[src/rtl/c3aibadapt_hip_async_capture_if.sv]
// ---------------------------------------------------------------------------
// c3aibadapt_hip_async_capture_if
// Bundles the HIP async status inputs and the serialized sideband outputs of
// the HIP async capture block.
//   hip_aib_async_fsr_out / hip_aib_async_ssr_out : async HIP status levels
//   rx_async_hssi_fabric_fsr_load / _ssr_load     : one-cycle frame strobes
//   rx_async_sr_data                              : serial data, LSB first
//   rx_async_sr_busy                              : frame in progress
//   hip_fsr/ssr_parity_checker_out                : snapshot taps
// Modports: slave = capture block, master = HIP/fabric side (or testbench).
// ---------------------------------------------------------------------------
interface c3aibadapt_hip_async_capture_if #(
  parameter int FSR_WIDTH = 4,
  parameter int SSR_WIDTH = 40
);
  logic [FSR_WIDTH-1:0] hip_aib_async_fsr_out;
  logic [SSR_WIDTH-1:0] hip_aib_async_ssr_out;
  logic                 rx_async_hssi_fabric_fsr_load;
  logic                 rx_async_hssi_fabric_ssr_load;
  logic                 rx_async_sr_data;
  logic                 rx_async_sr_busy;
  logic                 hip_fsr_parity_checker_out;
  logic [4:0]           hip_ssr_parity_checker_out;

  modport slave (
    input  hip_aib_async_fsr_out,
    input  hip_aib_async_ssr_out,
    output rx_async_hssi_fabric_fsr_load,
    output rx_async_hssi_fabric_ssr_load,
    output rx_async_sr_data,
    output rx_async_sr_busy,
    output hip_fsr_parity_checker_out,
    output hip_ssr_parity_checker_out
  );

  modport master (
    output hip_aib_async_fsr_out,
    output hip_aib_async_ssr_out,
    input  rx_async_hssi_fabric_fsr_load,
    input  rx_async_hssi_fabric_ssr_load,
    input  rx_async_sr_data,
    input  rx_async_sr_busy,
    input  hip_fsr_parity_checker_out,
    input  hip_ssr_parity_checker_out
  );
endinterface

[src/rtl/c3aibadapt_hip_async_capture.sv]
// ---------------------------------------------------------------------------
// c3aibadapt_hip_async_capture
// Synchronizes the HIP async fast/slow status bits into the oscillator clock
// domain, snapshots them at frame start and serializes them onto the async
// sideband chain. Every frame carries the FSR bits; every SSR_DIV-th frame
// also carries the SSR bits.
//
// Frame: FSR_LOAD, FSR_SHIFT x FSR_WIDTH, [SSR_LOAD, SSR_SHIFT x SSR_WIDTH], GAP
//
// Ports:
//   rx_clock_async_tx_osc_clk        oscillator clock (single domain)
//   rx_reset_async_tx_osc_clk_rst_n  async active-low reset
//   r_rx_async_sr_enable             static config, 1 = frames run continuously
//   sr_if (slave)                    status inputs and sideband outputs
//
// Optional feature macro: C3AIBADAPT_HIP_CAPTURE_PARITY_EN
//   When defined, an even-parity bit follows the last bit of each shifted
//   segment, so each SHIFT state lasts WIDTH+1 cycles.
// ---------------------------------------------------------------------------
module c3aibadapt_hip_async_capture #(
  parameter int FSR_WIDTH = 4,
  parameter int SSR_WIDTH = 40,
  parameter int SSR_DIV   = 4
) (
  input  logic rx_clock_async_tx_osc_clk,
  input  logic rx_reset_async_tx_osc_clk_rst_n,
  input  logic r_rx_async_sr_enable,
  c3aibadapt_hip_async_capture_if.slave sr_if
);

`ifdef C3AIBADAPT_HIP_CAPTURE_PARITY_EN
  localparam int PAR_BITS = 1;
`else
  localparam int PAR_BITS = 0;
`endif

  localparam int FSR_LEN = FSR_WIDTH + PAR_BITS;
  localparam int SSR_LEN = SSR_WIDTH + PAR_BITS;
  localparam int CNT_W   = $clog2(SSR_LEN + 1);
  localparam int DIV_W   = (SSR_DIV > 1) ? $clog2(SSR_DIV) : 1;

  localparam logic [CNT_W-1:0] FSR_LAST = CNT_W'(FSR_LEN - 1);
  localparam logic [CNT_W-1:0] SSR_LAST = CNT_W'(SSR_LEN - 1);
  localparam logic [CNT_W-1:0] CNT_ONE  = CNT_W'(1'b1);
  localparam logic [CNT_W-1:0] CNT_ZERO = CNT_W'(1'b0);
  localparam logic [DIV_W-1:0] DIV_LAST = DIV_W'(SSR_DIV - 1);
  localparam logic [DIV_W-1:0] DIV_ONE  = DIV_W'(1'b1);
  localparam logic [DIV_W-1:0] DIV_ZERO = DIV_W'(1'b0);

  typedef enum logic [2:0] {
    IDLE      = 3'd0,
    FSR_LOAD  = 3'd1,
    FSR_SHIFT = 3'd2,
    SSR_LOAD  = 3'd3,
    SSR_SHIFT = 3'd4,
    GAP       = 3'd5
  } state_t;

`ifdef C3AIBADAPT_HIP_CAPTURE_PARITY_EN
  function automatic logic fsr_even_parity(input logic [FSR_WIDTH-1:0] v);
    return ^v;
  endfunction

  function automatic logic ssr_even_parity(input logic [SSR_WIDTH-1:0] v);
    return ^v;
  endfunction
`endif

  // Synchronizer stages
  logic [FSR_WIDTH-1:0] fsr_meta_r, fsr_sync_r;
  logic [SSR_WIDTH-1:0] ssr_meta_r, ssr_sync_r;

  // FSM state and datapath
  state_t               state_r, state_nxt_s;
  logic [CNT_W-1:0]     idx_r, idx_nxt_s;
  logic [DIV_W-1:0]     fcnt_r, fcnt_nxt_s;
  logic                 ssr_due_r, ssr_due_nxt_s;
  logic [FSR_WIDTH-1:0] fsr_snap_r, fsr_snap_nxt_s;
  logic [SSR_WIDTH-1:0] ssr_snap_r, ssr_snap_nxt_s;

  // Registered outputs, computed from the next state so they line up with it
  logic fsr_load_r, fsr_load_nxt_s;
  logic ssr_load_r, ssr_load_nxt_s;
  logic data_r, data_nxt_s;
  logic busy_r, busy_nxt_s;

  // Two-flop bitwise synchronizers for the quasi-static HIP status levels
  always_ff @(posedge rx_clock_async_tx_osc_clk or negedge rx_reset_async_tx_osc_clk_rst_n) begin
    if (!rx_reset_async_tx_osc_clk_rst_n) begin
      fsr_meta_r <= {FSR_WIDTH{1'b0}};
      fsr_sync_r <= {FSR_WIDTH{1'b0}};
      ssr_meta_r <= {SSR_WIDTH{1'b0}};
      ssr_sync_r <= {SSR_WIDTH{1'b0}};
    end else begin
      fsr_meta_r <= sr_if.hip_aib_async_fsr_out;
      fsr_sync_r <= fsr_meta_r;
      ssr_meta_r <= sr_if.hip_aib_async_ssr_out;
      ssr_sync_r <= ssr_meta_r;
    end
  end

  // Next-state, datapath and next-output decode of the framing FSM
  always_comb begin
    state_nxt_s    = state_r;
    idx_nxt_s      = idx_r;
    fcnt_nxt_s     = fcnt_r;
    ssr_due_nxt_s  = ssr_due_r;
    fsr_snap_nxt_s = fsr_snap_r;
    ssr_snap_nxt_s = ssr_snap_r;
    fsr_load_nxt_s = 1'b0;
    ssr_load_nxt_s = 1'b0;
    data_nxt_s     = 1'b0;
    busy_nxt_s     = 1'b0;

    case (state_r)
      IDLE: begin
        if (r_rx_async_sr_enable) begin
          state_nxt_s = FSR_LOAD;
        end else begin
          state_nxt_s = IDLE;
        end
      end
      FSR_LOAD: begin
        // Snapshot here so input motion during shifting never reaches the frame
        fsr_snap_nxt_s = fsr_sync_r;
        ssr_due_nxt_s  = (fcnt_r == DIV_ZERO);
        if (fcnt_r == DIV_ZERO) begin
          ssr_snap_nxt_s = ssr_sync_r;
        end else begin
          ssr_snap_nxt_s = ssr_snap_r;
        end
        idx_nxt_s   = CNT_ZERO;
        state_nxt_s = FSR_SHIFT;
      end
      FSR_SHIFT: begin
        if (idx_r == FSR_LAST) begin
          idx_nxt_s = CNT_ZERO;
          if (ssr_due_r) begin
            state_nxt_s = SSR_LOAD;
          end else begin
            state_nxt_s = GAP;
          end
        end else begin
          idx_nxt_s = idx_r + CNT_ONE;
        end
      end
      SSR_LOAD: begin
        idx_nxt_s   = CNT_ZERO;
        state_nxt_s = SSR_SHIFT;
      end
      SSR_SHIFT: begin
        if (idx_r == SSR_LAST) begin
          idx_nxt_s   = CNT_ZERO;
          state_nxt_s = GAP;
        end else begin
          idx_nxt_s = idx_r + CNT_ONE;
        end
      end
      GAP: begin
        // The counter survives enable drops so SSR cadence is kept on re-enable
        if (fcnt_r == DIV_LAST) begin
          fcnt_nxt_s = DIV_ZERO;
        end else begin
          fcnt_nxt_s = fcnt_r + DIV_ONE;
        end
        if (r_rx_async_sr_enable) begin
          state_nxt_s = FSR_LOAD;
        end else begin
          state_nxt_s = IDLE;
        end
      end
      default: begin
        state_nxt_s = IDLE;
      end
    endcase

    // Output decode of the state about to be entered
    fsr_load_nxt_s = (state_nxt_s == FSR_LOAD);
    ssr_load_nxt_s = (state_nxt_s == SSR_LOAD);
    busy_nxt_s     = (state_nxt_s != IDLE);
    case (state_nxt_s)
      FSR_SHIFT: begin
        for (int i = 0; i < FSR_WIDTH; i++) begin
          if (idx_nxt_s == CNT_W'(i)) begin
            data_nxt_s = fsr_snap_nxt_s[i];
          end else begin
            data_nxt_s = data_nxt_s;
          end
        end
`ifdef C3AIBADAPT_HIP_CAPTURE_PARITY_EN
        if (idx_nxt_s == CNT_W'(FSR_WIDTH)) begin
          data_nxt_s = fsr_even_parity(fsr_snap_nxt_s);
        end else begin
          data_nxt_s = data_nxt_s;
        end
`endif
      end
      SSR_SHIFT: begin
        for (int i = 0; i < SSR_WIDTH; i++) begin
          if (idx_nxt_s == CNT_W'(i)) begin
            data_nxt_s = ssr_snap_nxt_s[i];
          end else begin
            data_nxt_s = data_nxt_s;
          end
        end
`ifdef C3AIBADAPT_HIP_CAPTURE_PARITY_EN
        if (idx_nxt_s == CNT_W'(SSR_WIDTH)) begin
          data_nxt_s = ssr_even_parity(ssr_snap_nxt_s);
        end else begin
          data_nxt_s = data_nxt_s;
        end
`endif
      end
      default: begin
        data_nxt_s = 1'b0;
      end
    endcase
  end

  // FSM state, datapath and output registers
  always_ff @(posedge rx_clock_async_tx_osc_clk or negedge rx_reset_async_tx_osc_clk_rst_n) begin
    if (!rx_reset_async_tx_osc_clk_rst_n) begin
      state_r    <= IDLE;
      idx_r      <= CNT_ZERO;
      fcnt_r     <= DIV_ZERO;
      ssr_due_r  <= 1'b0;
      fsr_snap_r <= {FSR_WIDTH{1'b0}};
      ssr_snap_r <= {SSR_WIDTH{1'b0}};
      fsr_load_r <= 1'b0;
      ssr_load_r <= 1'b0;
      data_r     <= 1'b0;
      busy_r     <= 1'b0;
    end else begin
      state_r    <= state_nxt_s;
      idx_r      <= idx_nxt_s;
      fcnt_r     <= fcnt_nxt_s;
      ssr_due_r  <= ssr_due_nxt_s;
      fsr_snap_r <= fsr_snap_nxt_s;
      ssr_snap_r <= ssr_snap_nxt_s;
      fsr_load_r <= fsr_load_nxt_s;
      ssr_load_r <= ssr_load_nxt_s;
      data_r     <= data_nxt_s;
      busy_r     <= busy_nxt_s;
    end
  end

  assign sr_if.rx_async_hssi_fabric_fsr_load = fsr_load_r;
  assign sr_if.rx_async_hssi_fabric_ssr_load = ssr_load_r;
  assign sr_if.rx_async_sr_data              = data_r;
  assign sr_if.rx_async_sr_busy              = busy_r;
  // Parity checker taps come straight from the snapshot registers
  assign sr_if.hip_fsr_parity_checker_out    = fsr_snap_r[0];
  assign sr_if.hip_ssr_parity_checker_out    = ssr_snap_r[4:0];

endmodule

[src/flat_wrapper.sv]
// flat-port wrapper written by rule: the top's interface ports become plain ports
module c3aibadapt_hip_async_capture_flat 
#(
  parameter int FSR_WIDTH = 4,
  parameter int SSR_WIDTH = 40,
  parameter int SSR_DIV   = 4
)
  (rx_clock_async_tx_osc_clk, rx_reset_async_tx_osc_clk_rst_n, r_rx_async_sr_enable, sr_if_hip_aib_async_fsr_out, sr_if_hip_aib_async_ssr_out, sr_if_rx_async_hssi_fabric_fsr_load, sr_if_rx_async_hssi_fabric_ssr_load, sr_if_rx_async_sr_data, sr_if_rx_async_sr_busy, sr_if_hip_fsr_parity_checker_out, sr_if_hip_ssr_parity_checker_out);
  c3aibadapt_hip_async_capture_if #(.FSR_WIDTH(FSR_WIDTH), .SSR_WIDTH(SSR_WIDTH)) sr_if_i ();
  input  logic rx_clock_async_tx_osc_clk;
  input  logic rx_reset_async_tx_osc_clk_rst_n;
  input  logic r_rx_async_sr_enable;
  input wire logic [$bits(sr_if_i.hip_aib_async_fsr_out)-1:0] sr_if_hip_aib_async_fsr_out;
  input wire logic [$bits(sr_if_i.hip_aib_async_ssr_out)-1:0] sr_if_hip_aib_async_ssr_out;
  output wire logic [$bits(sr_if_i.rx_async_hssi_fabric_fsr_load)-1:0] sr_if_rx_async_hssi_fabric_fsr_load;
  output wire logic [$bits(sr_if_i.rx_async_hssi_fabric_ssr_load)-1:0] sr_if_rx_async_hssi_fabric_ssr_load;
  output wire logic [$bits(sr_if_i.rx_async_sr_data)-1:0] sr_if_rx_async_sr_data;
  output wire logic [$bits(sr_if_i.rx_async_sr_busy)-1:0] sr_if_rx_async_sr_busy;
  output wire logic [$bits(sr_if_i.hip_fsr_parity_checker_out)-1:0] sr_if_hip_fsr_parity_checker_out;
  output wire logic [$bits(sr_if_i.hip_ssr_parity_checker_out)-1:0] sr_if_hip_ssr_parity_checker_out;
  assign sr_if_i.hip_aib_async_fsr_out = sr_if_hip_aib_async_fsr_out;
  assign sr_if_i.hip_aib_async_ssr_out = sr_if_hip_aib_async_ssr_out;
  assign sr_if_rx_async_hssi_fabric_fsr_load = sr_if_i.rx_async_hssi_fabric_fsr_load;
  assign sr_if_rx_async_hssi_fabric_ssr_load = sr_if_i.rx_async_hssi_fabric_ssr_load;
  assign sr_if_rx_async_sr_data = sr_if_i.rx_async_sr_data;
  assign sr_if_rx_async_sr_busy = sr_if_i.rx_async_sr_busy;
  assign sr_if_hip_fsr_parity_checker_out = sr_if_i.hip_fsr_parity_checker_out;
  assign sr_if_hip_ssr_parity_checker_out = sr_if_i.hip_ssr_parity_checker_out;
  c3aibadapt_hip_async_capture #(.FSR_WIDTH(FSR_WIDTH), .SSR_WIDTH(SSR_WIDTH), .SSR_DIV(SSR_DIV)) u_core (.rx_clock_async_tx_osc_clk(rx_clock_async_tx_osc_clk), .rx_reset_async_tx_osc_clk_rst_n(rx_reset_async_tx_osc_clk_rst_n), .r_rx_async_sr_enable(r_rx_async_sr_enable), .sr_if(sr_if_i));
endmodule
[config.mk]
export PLATFORM = sky130hd
export DESIGN_NAME = c3aibadapt_hip_async_capture_flat
export DESIGN_NICKNAME = d
export VERILOG_FILES = /design/src/rtl/c3aibadapt_hip_async_capture_if.sv /design/src/rtl/c3aibadapt_hip_async_capture.sv /design/src/flat_wrapper.sv
export SDC_FILE = /design/constraint.sdc
export NUM_CORES = 1
export LEC_CHECK = 0
export ABC_AREA = 1
export CELL_PAD_IN_SITES_DETAIL_PLACEMENT = 1
export CELL_PAD_IN_SITES_GLOBAL_PLACEMENT = 1
export CORE_MARGIN = 2
export CORE_UTILIZATION = 44
export CTS_CLUSTER_SIZE = 12
export DETAILED_ROUTE_END_ITERATION = 10
export GPL_ROUTABILITY_DRIVEN = 0
export PLACE_DENSITY_LB_ADDON = 0.1
export SLEW_MARGIN = 20
export SYNTH_ARGS = -nofsm -noshare
export SYNTH_HDL_FRONTEND = slang
export SYNTH_SLANG_ARGS = --single-unit
[constraint.sdc]
create_clock -name rx_clock_async_tx_osc_clk -period 3.4 [get_ports rx_clock_async_tx_osc_clk]
set_input_delay 1.02 -clock rx_clock_async_tx_osc_clk [delete_from_list [all_inputs] [get_ports rx_clock_async_tx_osc_clk]]
set_output_delay 1.02 -clock rx_clock_async_tx_osc_clk [all_outputs]
set_load 0.03 [all_outputs]
* Word level (Yosys, flattened, before mapping)
Index checks and enable logic that the tools add are counted.
** Word-level totals
- Bits in registers :: 148
- Input bits :: 47
- Output and inout port bits :: 10
** Cells by class
- Add/subtract/negate cells :: 2
- Eq/ne operators :: 51
- Mux-type cells :: 57
- Reduce and logical (&&, ||, !) cells :: 6
** Operators with widths (count)
- $eq A6 B5 Y1 const B :: 16
- $mux W40 :: 2
- $eq A6 B6 Y1 const B :: 9
- $eq A6 B4 Y1 const B :: 8
- $mux W1 :: 45
- $eq A6 B3 Y1 const B :: 4
- $eq A6 B2 Y1 const B :: 3
- $pmux W6 S3 :: 1
- $pmux W3 S5 :: 1
- $eq A3 B2 Y1 const B :: 4
- $mux W6 :: 2
- $eq A3 B3 Y1 const B :: 3
- $mux W3 :: 3
- $add A6 B1 Y6 const B :: 1
- $eq A3 B1 Y1 const B :: 2
- $eq A6 B1 Y1 const B :: 1
- $logic_not A6 Y1 :: 1
- $mux W4 :: 1
- $reduce_or A2 Y1 :: 2
- $logic_not A3 Y1 :: 1
- $reduce_bool A3 Y1 :: 1
- $add A2 B1 Y2 const B :: 1
- $eq A2 B2 Y1 const B :: 1
- $logic_not A2 Y1 :: 1
- 2 further kinds :: 2

* Longest topological paths before layout
Gate-level depths: netlist of run 1.
- Depth after elaboration :: 45
- Depth in mapped cells :: 33

* Least setup slack after synthesis of run 1
No wires, ideal clock.
- Path type :: flip-flop to flip-flop
- From :: reg u_core.idx_r[0]
- To :: reg u_core.data_r (netlist: u_core.sr_if.rx_async_sr_data)
- Library setup time :: 122 ps
- Arrival time :: 2785 ps
- Setup slack :: 493 ps
- Cell stages (with the launch flop) :: 30
- Path buffers :: 0
- Cell sequence :: dfrtp_1 ha_1 nand2_1 nor2_1 or2_1 o211ai_2 nand2_2 nor2_8 inv_4 or3_1 nand2_1 nand3_1 nand2_1 nand4_1 nand2_1 nand3_1 nand2_1 nand4_1 nand2_1 nand4_1 nand2_1 nand3_1 nand2_1 nand3_1 nand2_1 nand4_1 nand2_1 nand4_1 nand2_1 nand2_1
** On the way
- Cells in the longest elaborated chain, start to end :: 45
- Elaborated cells on any way between the ends :: 96
- Classes of those cells :: 1 x add/sub; 43 x eq/ne; 51 x mux; 1 x reduce/logical
** Ends and longest elaborated chain
- start, declared :: line c3aibadapt_hip_async_capture.sv:75 : logic [CNT_W-1:0] idx_r, idx_nxt_s;
- start signal, assigned :: line c3aibadapt_hip_async_capture.sv:235 : idx_r <= idx_nxt_s;
- $add A6 B1 Y6, or another cell as far along :: line c3aibadapt_hip_async_capture.sv:144, c3aibadapt_hip_async_capture.sv:156
- $mux W6 (on tied branches) :: line c3aibadapt_hip_async_capture.sv:152, c3aibadapt_hip_async_capture.sv:136
- $pmux W6 S3 (*) :: line c3aibadapt_hip_async_capture.sv:115 : case (state_r)
- net u_core.idx_nxt_s[4] :: line c3aibadapt_hip_async_capture.sv:75
- $logic_not A6 Y1 :: line c3aibadapt_hip_async_capture.sv:184, c3aibadapt_hip_async_capture.sv:200
- $mux W1 (40 in a row) :: line c3aibadapt_hip_async_capture.sv:200 : if (idx_nxt_s == CNT_W'(i)) begin
- $pmux W1 S2 (*) :: line c3aibadapt_hip_async_capture.sv:181 : case (state_nxt_s)
- net u_core.data_nxt_s :: line c3aibadapt_hip_async_capture.sv:84 : logic data_r, data_nxt_s;
- end signal, assigned :: line c3aibadapt_hip_async_capture.sv:242 : data_r <= data_nxt_s;
- end, declared :: line c3aibadapt_hip_async_capture.sv:84
Mark *: on every way through the listed nets, which the timed path passes. The rest lies on a longest branch.
A chain may end at the register's enable or synchronous reset.

* Worst setup path after layout of run 1
- From :: reg u_core.idx_r[1]
- To :: reg u_core.data_r (netlist: u_core.sr_if.rx_async_sr_data)
** On the way
- Cells in the longest elaborated chain, start to end :: 45
- Elaborated cells on any way between the ends :: 96
- Classes of those cells :: 1 x add/sub; 43 x eq/ne; 51 x mux; 1 x reduce/logical
** Ends and longest elaborated chain (line)
- $add A6 B1 Y6, or another cell as far along :: c3aibadapt_hip_async_capture.sv:144, c3aibadapt_hip_async_capture.sv:156
- $mux W6 (on tied branches) :: c3aibadapt_hip_async_capture.sv:152, c3aibadapt_hip_async_capture.sv:136
- $pmux W6 S3 :: c3aibadapt_hip_async_capture.sv:115
- $logic_not A6 Y1 :: c3aibadapt_hip_async_capture.sv:184, c3aibadapt_hip_async_capture.sv:200
- $mux W1 (40 in a row) :: c3aibadapt_hip_async_capture.sv:200
- $pmux W1 S2 (*) :: c3aibadapt_hip_async_capture.sv:181
- net u_core.data_nxt_s :: c3aibadapt_hip_async_capture.sv:84
Marked as above.

==> impl_metrics.py, run 1 <==
metrics = {
    "status": {
        "outcome": "finished, violations left",
        "violations": "setup timing",
    },
    "worst_setup_path": {
        "cp_max_fo": 5,
        "slowest_stage": "dfrtp_1",
        "crit_top_cell": "nand2_1",
        "crit_type": "reg2reg",
        "crit_path_end_kind": "flip-flop",
        "startpoint_type": "flip-flop",
        "cp.required_ns": 3.71,
        "worst_ep_arrival_time_ns": 3.85,
        "slowest_delay_ns": 0.43,
    },
    "detailed_routing": {
        "vias": 4006,
        "top_layer": "met4",
        "wl_met1_um": 5650,
        "wire_per_inst_um": 17.3,
        "drc": 0,
        "ant_nets": 0,
        "dr_wl_met2_um": 7300,
        "routed-wl-met3_um": 525,
        "dr.first_iter.drc_count": 190,
        "dr.pass1.iters": 4,
        "wl_um": 13900,
        "vias_per_cell": 4.98,
    },
    "power_and_ir_drop": {
        "combPwrFrac": 0.358,
        "seqPwrFrac": 0.357,
        "power_density_mw_per_mm2": 876,
        "irDropWorstVdd_mv": 0.452,
        "clkPwrFrac": 0.285,
        "switching_power_mw": 2.41,
        "internal_power_mw": 4.00,
        "p_leak_nw": 3.46,
        "sw_frac_of_total": 0.375,
    },
    "floorplanning": {
        "die_area_mm2": 0.0135,
        "start_util": 0.456,
        "ios": 57,
        "coreArea_mm2": 0.0121,
        "die_w_um": 116,
        "row_count": 40,
        "fp.dieH_um": 116,
    },
    "layout": {
        "fin_nets": 674,
        "drive_gt1_frac": 0.232,
        "fin_area_mm2": 0.00731,
        "num-fill-cells": 1302,
        "diodes": 0,
        "syn_to_final_growth_pct": 32.4,
        "instances_no_fill": 805,
    },
    "synth": {
        "syn_area_mm2": 0.00552,
        "ys_ff_latch": 148,
        "ys_async_sr_fraction": 1.00,
        "synthTopCellsByArea": "dfrtp_1, nand2_1, nand3_1",
        "avgSynthCellArea_um2": 10.5,
        "yosys.area.top_type": "dfrtp_1",
        "synth_top_area_frac": 0.671,
        "synthesis.nets": 575,
        "syn_inst": 525,
        "ys_warn_count": 0,
        "synth-main-ff-cell": "dfrtp_1",
        "ys_seq_area_frac": 0.671,
        "synth_cell_types": 38,
        "synth-edff-count": 0,
    },
    "sta": {
        "slew_headroom": 0.565,
        "fin_ws_ns": -0.133,
        "slew_violations": 0,
        "timing.setup.tns_ns": -0.133,
        "setup_viol": 1,
        "fmax_ghz": 0.283,
        "period_needed_ns": 3.53,
        "tightest_slew_ns": 0.652,
        "fin_crit_sh": 1.04,
        "hold_violations": 0,
        "rsz0062_at_grt": "true",
        "clock_skew_ns": 0.00707,
    },
    "clock_network": {
        "cts_num_sinks": 148,
        "clk_pin_slew_ns": 0.07,
        "clock_latency_ns": 0.43,
        "ctsHoldBuffers": 0,
        "cts_tree": "yes",
        "clockRootBuffer": "clkbuf_16",
        "numCtsBuffers": 17,
        "cts_buffer_depth": 2,
        "htree_levels": 4,
    },
    "global_route": {
        "grt_pass1_vias": 4269,
        "antenna_found_initial": 0,
        "grt_pass1_wl_um": 21100,
        "grtUsageTotal": 0.212,
        "grt.overflow.total": 0,
        "grt_max_degree": 73,
    },
    "hold_path": {
        "hold_path_class": "reg2reg",
    },
    "placement": {
        "dp_cells": 746,
        "hpwl_um": 8740,
        "place_area_mm2": 0.00631,
        "io_buffers": 56,
    },
    "run": {
        "cap_violations": 0,
    },
}
## worst paths after layout
kind	cells past startpoint	slack (ns)	to	startpoint
setup / recovery	33	-0.13	u_core.sr_if.rx_async_sr_data$_DFF_PN0_	u_core.idx_r[1]$_DFF_PN0_
hold / removal	0	0.34	u_core.ssr_sync_r[17]$_DFF_PN0_	u_core.ssr_meta_r[17]$_DFF_PN0_
hold reg to reg	0	0.34	u_core.ssr_sync_r[17]$_DFF_PN0_	u_core.ssr_meta_r[17]$_DFF_PN0_
min in group asynchronous	1	0.59	u_core.ssr_meta_r[0]$_DFF_PN0_	rx_reset_async_tx_osc_clk_rst_n
max in group asynchronous	2	2.04	u_core.idx_r[2]$_DFF_PN0_	rx_reset_async_tx_osc_clk_rst_n
setup reg to reg	33	-0.13	u_core.sr_if.rx_async_sr_data$_DFF_PN0_	u_core.idx_r[1]$_DFF_PN0_
## final cells by class
type	count	area, um2	share of cell area
clock buffer	18	439	0.0601
tap	168	210	0.0288
timing repair buffer	94	875	0.120
sequential	148	3710	0.508
multi-input combinational	313	1730	0.237
inverter	50	200	0.0274
clock inverter	14	141	0.0193
## cells in the final DEF (no fill, tap or decap), types with 3 or more instances in the layout
master,instances
nor3_1,7
nor2_4,5
nand3_2,7
inv_6,5
dfrtp_2,6
a31oi_1,4
o21ai_0,7
nand4_1,14
nor2_1,21
buf_6,3
clkinvlp_4,3
o2111ai_1,4
nand3_4,5
nand2_1,159
a21oi_1,4
dfrtp_1,142
nand2_2,11
inv_4,5
inv_1,36
nand2_4,7
clkdlybuf4s50_1,55
buf_4,34
nor2_2,12
nand3_1,26
clkbuf_16,17
inv_2,8
## power groups by stage
| stage | sequential, mW | clock, mW | combinational (mW) |
|---|---|---|---|
| 2_1_floorplan | 2.29 | 0 | 1.19 |
| 3_3_place_gp | 2.28 | 0 | 1.74 |
| 3_5_place_dp | 2.30 | 0 | 1.81 |
| 4_1_cts | 2.27 | 1.86 | 1.91 |
| 5_1_grt | 2.33 | 1.94 | 2.49 |
| 6_report | 2.29 | 1.83 | 2.29 |
## timing repair
action / in CTS / in global routing
pin swaps: 3 / 24
buffers inserted: 9 / 18
endpoints found under the setup margin: 1 / 1
gates resized for setup: 13 / 44
## cell families (layout without fill, tap and decap cells)
family / after synthesis / in the layout / synth area share
XOR/XNOR: 1 / 1 / 0.00159
buffers and inverters: 64 / 176 / 0.0485
AND/OR/NAND/NOR: 283 / 283 / 0.240
AO/OA/AOI/OAI: 26 / 26 / 0.0326
adder cells (fa/ha/maj): 3 / 3 / 0.00680
flip-flops: 148 / 148 / 0.671
## synth_stat cells, drive strengths merged, types with 4 or more instances
master	number
a21oi	4
nand3	38
o21ai	8
inv	49
buf	11
nor3	10
a31oi	4
o2111ai	4
nand4	14
dfrtp	148
nor2	40
nand2	177
## state kept, by name, summed over array words and instances (netlist names), 2 cells and up
name / cells
u_core.ssr_sync_r: 40
u_core.state_r: 3
u_core.fsr_snap_r: 4
u_core.fcnt_r: 2
u_core.idx_r: 6
u_core.fsr_sync_r: 4
u_core.ssr_meta_r: 40
u_core.ssr_snap_r: 40
u_core.fsr_meta_r: 4
## per-layer routing
layer  vias up  global-route usage
met5         -                   0
met4         0              0.0889
met1      2015               0.259
li1       1870                   -
met3        38              0.0669
met2        83               0.349
## critical path, delay by kind of cell, from the launching register on
kind | cells | cell delay (ns)
and+or+nand+nor | 29 | 2.45
adders and majority gates | 1 | 0.19
DFF | 1 | 0.43
buffers and inverters | 3 | 0.34
## through the flow
step	total power [mW]	setup WS (ns)	hold slack, ns	util
2_1_floorplan	3.48	0.493	0.331	-
3_3_place_gp	4.02	0.137	0.331	0.521
3_5_place_dp	4.11	-0.119	0.336	0.521
4_1_cts	6.05	0.00338	0.345	0.578
5_1_grt	6.76	-0.390	0.352	0.604
6_report	6.41	-0.133	0.341	0.604
(Power assumes the default switching activity.)
==> run 2, diff against run 1 <==
--- a/config.mk
+++ b/config.mk
@@ -9,7 +9,7 @@
 export CELL_PAD_IN_SITES_DETAIL_PLACEMENT = 1
 export CELL_PAD_IN_SITES_GLOBAL_PLACEMENT = 1
 export CORE_MARGIN = 2
-export CORE_UTILIZATION = 44
+export CORE_UTILIZATION = 45
 export CTS_CLUSTER_SIZE = 12
 export DETAILED_ROUTE_END_ITERATION = 10
 export GPL_ROUTABILITY_DRIVEN = 0
==> constraint.sdc (replaced) <==
create_clock -name rx_clock_async_tx_osc_clk -period 4.5 [get_ports rx_clock_async_tx_osc_clk]
set_input_delay 1.35 -clock rx_clock_async_tx_osc_clk [delete_from_list [all_inputs] [get_ports rx_clock_async_tx_osc_clk]]
set_output_delay 1.35 -clock rx_clock_async_tx_osc_clk [all_outputs]
set_load 0.03 [all_outputs]
==> impl_metrics.py, run 2 (synthesis results as in run 1) <==
metrics = {
    "floorplanning": {
        "die_area_mm2": 0.0132,
        "fp.dieH_um": 115,
        "ios": 57,
        "row_count": 40,
        "start_util": 0.460,
        "coreArea_mm2": 0.0120,
        "die_w_um": 115,
    },
    "power_and_ir_drop": {
        "power_density_mw_per_mm2": 657,
        "switching_power_mw": 1.59,
        "clkPwrFrac": 0.316,
        "seqPwrFrac": 0.383,
        "internal_power_mw": 2.91,
        "sw_frac_of_total": 0.353,
        "combPwrFrac": 0.301,
        "p_leak_nw": 3.27,
        "irDropWorstVdd_mv": 0.307,
    },
    "sta": {
        "fmax_ghz": 0.260,
        "clock_skew_ns": 0.00535,
        "hold_violations": 0,
        "fin_crit_sh": 0.856,
        "timing.setup.tns_ns": 0,
        "tightest_slew_ns": 0.925,
        "whs_ns": 0.346,
        "setup_viol": 0,
        "period_needed_ns": 3.85,
        "rsz0062_at_grt": "false",
        "slew_violations": 0,
        "slew_headroom": 0.384,
    },
    "clock_network": {
        "cts_num_sinks": 148,
        "clockRootBuffer": "clkbuf_16",
        "cts_post_setup_buffers_inserted": 0,
        "htree_levels": 4,
        "cts_resized": 0,
        "ctsHoldBuffers": 0,
        "clock_latency_ns": 0.42,
        "cts_tree": "yes",
        "cts_buffer_depth": 2,
        "numCtsBuffers": 17,
        "clk_pin_slew_ns": 0.06,
    },
    "global_route": {
        "grt_pass1_wl_um": 20100,
        "antenna_found_initial": 0,
        "grt.overflow.total": 0,
        "grt_max_degree": 103,
        "grt_pass1_vias": 4046,
        "grtUsageTotal": 0.200,
    },
    "layout": {
        "fin_util": 0.569,
        "diodes": 0,
        "fin_area_mm2": 0.00684,
        "syn_to_final_growth_pct": 23.8,
        "drive_gt1_frac": 0.129,
        "mostFrequentLayoutCell": "nand2_1",
        "num-fill-cells": 1274,
        "fin_nets": 640,
        "final_cell_mix": "nand2_1, dfrtp_1, clkdlybuf4s50_1",
        "instances_no_fill": 750,
        "top_regs": "u_core.ssr_meta_r (40), u_core.ssr_snap_r (40), u_core.ssr_sync_r (40)",
    },
    "worst_setup_path": {
        "cp_max_fo": 37,
        "slowest_stage": "dfrtp_1",
        "cp-startpoint": "u_core.state_r[0]$_DFF_PN0_",
        "crit_path_end_kind": "flip-flop",
        "crit_family": "simple AND/OR/NAND/NOR gates",
        "crit_type": "reg2reg",
        "crit_top_cell": "nand2_1",
        "cp_num_buf_inv": 2,
        "worst_ep_arrival_time_ns": 4.15,
        "slowest_delay_ns": 0.46,
        "rr_startpoint": "u_core.state_r[0]$_DFF_PN0_",
        "cp.required_ns": 4.80,
        "startpoint_type": "flip-flop",
    },
    "placement": {
        "place_area_mm2": 0.00623,
        "io_buffers": 56,
        "dp_cells": 717,
        "hpwl_um": 7930,
    },
    "detailed_routing": {
        "ant_nets": 0,
        "dr.pass1.iters": 4,
        "dr.first_iter.drc_count": 163,
        "drc": 0,
        "wl_um": 12100,
        "wire_per_inst_um": 16.1,
        "vias": 3796,
        "vias_per_cell": 5.06,
    },
    "status": {
        "outcome": "completed",
    },
    "hold_path": {
        "hold_path_class": "reg2reg",
        "worstHoldStart": "u_core.fsr_meta_r[0]$_DFF_PN0_",
    },
    "run": {
        "cap_violations": 0,
    },
}
-- run 2: cell types whose count changed in the layout (fill, tap and decap cells not counted), sizes merged --
cell      change
clkinvlp      -2
clkinv        +5
bufinv        +2
nor2          +1
inv           -6
clkbuf        +1
buf          -35
-- run 2: cell type report --
| type | count | area [um2] | share of cell area |
|---|---|---|---|
| well taps | 147 | 184 | 0.0269 |
| flip-flops and latches | 148 | 3700 | 0.542 |
| clock buffers | 19 | 443 | 0.0648 |
| inverters | 50 | 190 | 0.0278 |
| multi-input cells | 314 | 1560 | 0.229 |
| clock inverters | 13 | 158 | 0.0231 |
| repair buffers | 59 | 597 | 0.0873 |
-- run 2: path summary, 6_finish.rpt --
path                       cells past startpoint                                              endpoint  slack, ns
min in group asynchronous                      1  u_core.sr_if.rx_async_hssi_fabric_ssr_load$_DFF_PN0_       1.02
min                                            0                        u_core.fsr_sync_r[0]$_DFF_PN0_       0.35
max                                           28               u_core.sr_if.rx_async_sr_data$_DFF_PN0_       0.65
min reg2reg                                    0                        u_core.fsr_sync_r[0]$_DFF_PN0_       0.35
max in group asynchronous                      2                       u_core.ssr_sync_r[29]$_DFF_PN0_       2.67
max reg2reg                                   28               u_core.sr_if.rx_async_sr_data$_DFF_PN0_       0.65
-- run 2: power by group through the flow --
stage	Sequential, mW	Clock (mW)	Combinational (mW)
after global placement	1.73	0	1.28
final	1.72	1.42	1.35
after floorplan	1.73	0	0.897
after global routing	1.75	1.51	1.52
after detailed placement	1.74	0	1.33
after CTS	1.72	1.45	1.35
-- run 2: through the flow --
| stage | power, mW | worst slack [ns] |
|---|---|---|
| CTS | 4.52 | 0.468 |
| finish | 4.49 | 0.648 |
| detailed placement | 3.07 | 0.499 |
| floorplan | 2.63 | 1.59 |
| global route | 4.78 | 0.116 |
| global placement | 3.01 | 0.793 |
-- run 2: routing by layer --
layer / share of wire / up-vias / track usage
met1: 0.45 / 1922 / 0.258
met5: 0 / - / 0
met4: 0.018 / 0 / 0.0843
met3: 0.029 / 16 / 0.0501
met2: 0.50 / 65 / 0.326
li1: - / 1793 / -
==> run 3, diff against run 2 <==
--- a/config.mk
+++ b/config.mk
@@ -13,6 +13,7 @@
 export CTS_CLUSTER_SIZE = 12
 export DETAILED_ROUTE_END_ITERATION = 10
 export GPL_ROUTABILITY_DRIVEN = 0
+export HOLD_SLACK_MARGIN = 0.08
 export PLACE_DENSITY_LB_ADDON = 0.1
 export SLEW_MARGIN = 20
 export SYNTH_ARGS = -nofsm -noshare
==> results of run 3 <==
Same layout as run 2: the final DEF is identical, and so are final timing and power.
